File: config.mk
export PLATFORM = sky130hd
export DESIGN_NAME = alu_issue_sequencer
export DESIGN_NICKNAME = d
export VERILOG_FILES = /design/src/rtl/alu_issue_sequencer.sv
export SDC_FILE = /design/constraint.sdc
export NUM_CORES = 1
export LEC_CHECK = 0
export CAP_MARGIN = 20
export CORE_MARGIN = 4
export CORE_UTILIZATION = 37
export CTS_CLUSTER_SIZE = 8
export DETAILED_ROUTE_END_ITERATION = 6
export PLACE_DENSITY = 0.81
export SKIP_LAST_GASP = 1
export SLEW_MARGIN = 20
export SYNTH_ARGS = -nofsm -noshare
export SYNTH_HDL_FRONTEND = slang
export SYNTH_SLANG_ARGS = --single-unit
File: constraint.sdc
create_clock -name clock -period 3.35 [get_ports clock]
set_input_delay 0.67 -clock clock [delete_from_list [all_inputs] [get_ports clock]]
set_output_delay 0.67 -clock clock [all_outputs]
set_load 0.05 [all_outputs]
File: src/rtl/alu_issue_sequencer.sv
// alu_issue_sequencer: accepts one RV32I integer instruction (OP, OP-IMM, LUI, AUIPC),
// decodes it into ALU operator/operands, drives a registered ALU, captures the ALU result
// one cycle later and offers it to register-file writeback over a valid/ready handshake.
module alu_issue_sequencer #(
   parameter int WORD_WIDTH = 32
) (
   input  logic                  clock,
   input  logic                  reset,
   input  logic                  inst_valid,
   output logic                  inst_ready,
   input  logic [31:0]           inst,
   input  logic [WORD_WIDTH-1:0] inst_pc,
   input  logic [WORD_WIDTH-1:0] rs1_value,
   input  logic [WORD_WIDTH-1:0] rs2_value,
   output logic [WORD_WIDTH-1:0] alu_operand1,
   output logic [WORD_WIDTH-1:0] alu_operand2,
   output logic [3:0]            alu_operator,
   input  logic [WORD_WIDTH-1:0] alu_result,
   output logic                  wb_valid,
   input  logic                  wb_ready,
   output logic [4:0]            wb_rd,
   output logic [WORD_WIDTH-1:0] wb_data,
   output logic                  wb_write,
   output logic                  wb_illegal
);

   // ALU operator codes understood by the downstream ALU
   localparam logic [3:0] ALU_ADD  = 4'd1;
   localparam logic [3:0] ALU_SUB  = 4'd2;
   localparam logic [3:0] ALU_SLL  = 4'd3;
   localparam logic [3:0] ALU_SRL  = 4'd4;
   localparam logic [3:0] ALU_SRA  = 4'd5;
   localparam logic [3:0] ALU_XOR  = 4'd6;
   localparam logic [3:0] ALU_AND  = 4'd7;
   localparam logic [3:0] ALU_OR   = 4'd8;
   localparam logic [3:0] ALU_SLT  = 4'd9;
   localparam logic [3:0] ALU_SLTU = 4'd10;
   localparam logic [3:0] ALU_NONE = 4'd11;

   localparam logic [6:0] OPC_OP     = 7'b0110011;
   localparam logic [6:0] OPC_OP_IMM = 7'b0010011;
   localparam logic [6:0] OPC_LUI    = 7'b0110111;
   localparam logic [6:0] OPC_AUIPC  = 7'b0010111;

   localparam logic [6:0] F7_ZERO = 7'b0000000;
   localparam logic [6:0] F7_ALT  = 7'b0100000;

   typedef enum logic [1:0] {IDLE, ISSUE, RESULT, WB} state_t;

   state_t state_reg;
   state_t state_next;

   logic [6:0]            opcode;
   logic [2:0]            funct3;
   logic [6:0]            funct7;
   logic [WORD_WIDTH-1:0] imm_i;
   logic [WORD_WIDTH-1:0] imm_u;
   logic [WORD_WIDTH-1:0] shamt_reg_src;
   logic [WORD_WIDTH-1:0] shamt_imm_src;
   logic                  accept;
   logic                  dec_legal;
   logic [3:0]            dec_operator;
   logic [WORD_WIDTH-1:0] dec_operand1;
   logic [WORD_WIDTH-1:0] dec_operand2;
   logic                  unused_fields;

   assign opcode        = inst[6:0];
   assign funct3        = inst[14:12];
   assign funct7        = inst[31:25];
   assign imm_i         = {{(WORD_WIDTH-12){inst[31]}}, inst[31:20]};
   assign imm_u         = WORD_WIDTH'({inst[31:12], 12'b0});
   assign shamt_reg_src = {{(WORD_WIDTH-5){1'b0}}, rs2_value[4:0]};
   assign shamt_imm_src = {{(WORD_WIDTH-5){1'b0}}, inst[24:20]};
   // Register specifiers arrive already resolved into rs1_value/rs2_value
   assign unused_fields = ^inst[19:15];

   assign inst_ready = (state_reg == IDLE) && !reset;
   assign accept     = inst_valid && inst_ready;

   // Decode the offered instruction into operator, operands and a legality flag
   always_comb begin
      dec_legal    = 1'b1;
      dec_operator = ALU_NONE;
      dec_operand1 = rs1_value;
      dec_operand2 = rs2_value;
      case (opcode)
         OPC_OP: begin
            case (funct3)
               3'b000: begin
                  if (funct7 == F7_ZERO)     dec_operator = ALU_ADD;
                  else if (funct7 == F7_ALT) dec_operator = ALU_SUB;
                  else                       dec_legal    = 1'b0;
               end
               3'b001: begin
                  dec_operator = ALU_SLL;
                  dec_operand2 = shamt_reg_src;
                  dec_legal    = (funct7 == F7_ZERO);
               end
               3'b010: begin
                  dec_operator = ALU_SLT;
                  dec_legal    = (funct7 == F7_ZERO);
               end
               3'b011: begin
                  dec_operator = ALU_SLTU;
                  dec_legal    = (funct7 == F7_ZERO);
               end
               3'b100: begin
                  dec_operator = ALU_XOR;
                  dec_legal    = (funct7 == F7_ZERO);
               end
               3'b101: begin
                  dec_operand2 = shamt_reg_src;
                  if (funct7 == F7_ZERO)     dec_operator = ALU_SRL;
                  else if (funct7 == F7_ALT) dec_operator = ALU_SRA;
                  else                       dec_legal    = 1'b0;
               end
               3'b110: begin
                  dec_operator = ALU_OR;
                  dec_legal    = (funct7 == F7_ZERO);
               end
               default: begin
                  dec_operator = ALU_AND;
                  dec_legal    = (funct7 == F7_ZERO);
               end
            endcase
         end
         OPC_OP_IMM: begin
            dec_operand2 = imm_i;
            case (funct3)
               3'b000: dec_operator = ALU_ADD;
               3'b010: dec_operator = ALU_SLT;
               3'b011: dec_operator = ALU_SLTU;
               3'b100: dec_operator = ALU_XOR;
               3'b110: dec_operator = ALU_OR;
               3'b111: dec_operator = ALU_AND;
               3'b001: begin
                  dec_operator = ALU_SLL;
                  dec_operand2 = shamt_imm_src;
                  dec_legal    = (funct7 == F7_ZERO);
               end
               default: begin
                  dec_operand2 = shamt_imm_src;
                  if (funct7 == F7_ZERO)     dec_operator = ALU_SRL;
                  else if (funct7 == F7_ALT) dec_operator = ALU_SRA;
                  else                       dec_legal    = 1'b0;
               end
            endcase
         end
         OPC_LUI: begin
            dec_operator = ALU_ADD;
            dec_operand1 = '0;
            dec_operand2 = imm_u;
         end
         OPC_AUIPC: begin
            dec_operator = ALU_ADD;
            dec_operand1 = inst_pc;
            dec_operand2 = imm_u;
         end
         default: dec_legal = 1'b0;
      endcase
      if (!dec_legal) dec_operator = ALU_NONE;
   end

   // State register
   always_ff @(posedge clock or posedge reset) begin
      if (reset) state_reg <= IDLE;
      else       state_reg <= state_next;
   end

   // Next-state: illegal instructions skip the ALU and go straight to writeback
   always_comb begin
      state_next = state_reg;
      case (state_reg)
         IDLE:    if (accept) state_next = dec_legal ? ISSUE : WB;
         ISSUE:   state_next = RESULT;
         RESULT:  state_next = WB;
         WB:      if (wb_valid && wb_ready) state_next = IDLE;
         default: state_next = IDLE;
      endcase
   end

   // ALU drive and writeback record; ALU operator drops to NONE after one cycle so the ALU holds
   always_ff @(posedge clock or posedge reset) begin
      if (reset) begin
         alu_operand1 <= '0;
         alu_operand2 <= '0;
         alu_operator <= ALU_NONE;
         wb_valid     <= 1'b0;
         wb_rd        <= 5'd0;
         wb_data      <= '0;
         wb_write     <= 1'b0;
         wb_illegal   <= 1'b0;
      end else begin
         case (state_reg)
            IDLE: begin
               if (accept) begin
                  wb_rd <= inst[11:7];
                  if (dec_legal) begin
                     alu_operand1 <= dec_operand1;
                     alu_operand2 <= dec_operand2;
                     alu_operator <= dec_operator;
                  end else begin
                     wb_valid   <= 1'b1;
                     wb_data    <= '0;
                     wb_write   <= 1'b0;
                     wb_illegal <= 1'b1;
                  end
               end
            end
            ISSUE: alu_operator <= ALU_NONE;
            RESULT: begin
               wb_data    <= alu_result;
               wb_valid   <= 1'b1;
               wb_write   <= (wb_rd != 5'd0);
               wb_illegal <= 1'b0;
            end
            WB: if (wb_valid && wb_ready) wb_valid <= 1'b0;
            default: ;
         endcase
      end
   end

endmodule
==> qor.csv <==
stage,metric,value,unit
sta,finalSetupViolCount,0,
critical_path,crit_path_max_fanout,37,
synthesis,yosys_warnings,0,
critical_path,cpPeakStageDelay,0.56,ns
synthesis,synth-edff-count,0,
synthesis,synth-seq-area-share,51.1,%
clock_network,hold_buffers,0,
floorplanning,core,14100,um^2
finish,fill_cells,1148,
place,hpwl,12.6,mm
place,port_buffers,272,
critical_path,cp_common_cell,buf_4,
clock_network,h-tree-depth,3,
synthesis,syn_nets,638,
run,maxCapViolCount,0,
drt,dr.pass1.iters,4,
synthesis,ys_top_cells_by_area,"dfrtp_1 (50%), a22o_1 (7.1%), mux2_2 (7.1%), mux2i_1 (6.7%), o21ai_0 (6.6%)",
drt,routed_wl,16.6,mm
critical_path,cp_num_buf_inv,3,
critical_path,arrival,3.05,ns
synthesis,synth_ff_type,dfrtp_1,
grt,grt_pass1_wl,26.4,mm
finish,top_regs,"alu_operand1: 32 flops, alu_operand2: 32 flops, wb_data: 32 flops",
grt,antenna_found_initial,0,
sta,post-route-period-util,82.7,%
clock_network,clock-sinks,110,
critical_path,end_kind,flip-flop,
power,power_density,649,nW/um^2
sta,worst_slack,0.578,ns
finish,n_antenna_cell,0,
sta,max_freq,361,MHz
synthesis,syn_area,5400,um^2
power,p_leak,3.61,nW
sta,rsz0062_at_grt,no,
critical_path,crit_type,input port to flip-flop,
outcome,status,completed,
critical_path,slowest_stage,or4_4,
sta,fin_crit,2.77,ns
worst_hold_path,min_path_cells,1,
power,peakVddDrop,0.000344,V
critical_path,crit_required,3.63,ns
finish,drive_above_1_share,11.9,%
sta,worst_clock_skew,0.00465,ns
floorplanning,dieHeight,129,um
floorplanning,start_util,38.3,%
finish,syn2layout_area_growth,60.6,%
place,pre_cts_ws,0.229,ns
clock_network,cts_resized,0,
sta,worst_slew_pin_slew,0.786,ns
floorplanning,ios,273,
clock_network,clk_latency,0.34,ns
grt,grt_max_degree,61,
synthesis,ys_types,48,
drt,wl_per_cell,18.0,um
sta,slew_violations,0,
drt,num_vias,4916,
clock_network,path_clk_slew,0.08,ns
critical_path,cp_num_cells,8,
synthesis,syn_inst,469,
clock_network,clk_path_buf_depth,2,
clock_network,ctsRootBufferMaster,clkbuf_16,
critical_path,reg2regPathDepth,8,
sta,finalHoldViolCount,0,
critical_path,cp_top_family,buffers and inverters,
clock_network,post_cts_buffers,0,
grt,grt_util_all_layers,19.8,%
synthesis,avgSynthCellArea,11.5,um^2
grt,grt_overflow,0,
drt,drt-initial-drc-count,167,
synthesis,synth_seq_cells,110,
worst_hold_path,hold_path_class,flip-flop to flip-flop,
critical_path,cp_cell_sequence,clkdlybuf4s50_1 -> or4_4 -> nor3_4 -> a31oi_4 -> buf_4 -> a31oi_2 -> buf_4 -> a22o_1,
floorplanning,fp-row-count,43,
place,place.gp.congestion,0.774,
floorplanning,die_area,16600,um^2
critical_path,start_kind,input port,
clock_network,cts_tree,built,
clock_network,cts-buffers-inserted,9,
floorplanning,die_w,129,um
drt,ant_nets,0,
drt,vias_per_cell,5.34,
grt,grt_pass1_vias,5131,
drt,drc,0,
sta,max_slew_margin,47.6,%
synthesis,yosysTopAreaCellShare,49.6,%
finish,nNetsFinal,904,
synthesis,postSynth.asyncResetShare,100,%
sta,finalSetupTns,0,ns
synthesis,post-synth-top-area-cell,dfrtp_1,
cell usage after synthesis (2+ instances only):
master,n
buf_2,13
nor4_1,2
nor2b_1,34
mux2_1,2
dfstp_2,3
nor3_4,2
ha_1,5
a22o_1,44
dfrtp_1,107
o21ai_1,2
buf_6,4
nor2_1,10
a31oi_1,3
a21oi_1,6
a221o_1,20
inv_1,9
a221oi_1,2
nand2_1,10
a22oi_1,2
clkbuf_1,20
mux2_2,34
o21ba_2,2
o21ai_0,71
nor3_1,2
mux2i_1,36
nand3b_1,2
through the flow:
stage	hold slack, ns	utilization (%)	area (um^2)	total power, mW	cells
floorplan	0.595	-	5400	3.59	469
global placement	0.469	59.4	8370	4.54	904
detailed placement	0.483	59.4	8370	4.62	904
CTS	0.500	61.4	8660	5.69	920
global route	0.525	61.5	8670	5.89	920
finish	0.499	61.5	8670	5.63	920
logic make-up after synthesis:
family          Yosys count  share of synthesized area (%)
xor+xnor                  2                          0.325
fa+ha+maj                 5                           1.16
buf+inv                  46                           4.06
compound gates          161                           21.0
mux                      72                           14.2
simple gates             73                           8.20
flops                   110                           51.1
worst paths after layout:
| check | startpoint | endpoint | slack [ns] |
|---|---|---|---|
| max in group asynchronous | reset | alu_operand2[31] | 1.83 |
| worst max-delay path | inst[26] | wb_data[27] | 0.58 |
| min in group asynchronous | reset | alu_operand2[19] | 0.94 |
| worst min-delay path | alu_operand2[25] | alu_operand2[25] | 0.50 |
| worst max register to register | state_reg[1] | alu_operand1[12] | 0.86 |
| worst min register to register | alu_operand2[25] | alu_operand2[25] | 0.50 |
cell usage in the layout (no fill, tap or decap), types with 3 or more instances in the layout:
cell / count
a21oi_1: 6
a221o_1: 20
a22o_1: 44
buf_4: 19
clkbuf_16: 9
clkdlybuf4s50_1: 271
clkinv_4: 4
dfrtp_1: 107
dfstp_2: 3
ha_1: 5
inv_1: 8
mux2_2: 34
mux2i_1: 36
nand2_1: 10
nor2_1: 10
nor2b_1: 34
nor3_4: 3
o21ai_0: 71
power breakdown:
group,leakage (nW),switching [mW],internal (mW)
clock network,0.144,0.517,0.524
registers,1.45,0.181,1.64
logic,2.01,1.70,1.06
total,3.61,2.40,3.23
metal layers:
layer,share of wire [%],global-route usage [%],up-vias
met5,0,0,-
met4,2.7,7.35,0
met3,8.8,5.48,34
met2,49,33.4,225
met1,39,24.3,2380
li1,-,-,2277
layout make-up:
| class | count | area, um^2 | share of cell area, % |
|---|---|---|---|
| Timing Repair Buffer | 292 | 2900 | 33.4 |
| Clock buffer | 9 | 225 | 2.60 |
| Sequential cell | 110 | 2760 | 31.8 |
| Inverter | 9 | 37.5 | 0.433 |
| Clock inverter | 7 | 66.3 | 0.765 |
| Multi-Input combinational cell | 313 | 2460 | 28.4 |
| Tap cell | 180 | 225 | 2.60 |
Note: power is estimated with default switching activity, not from simulation.
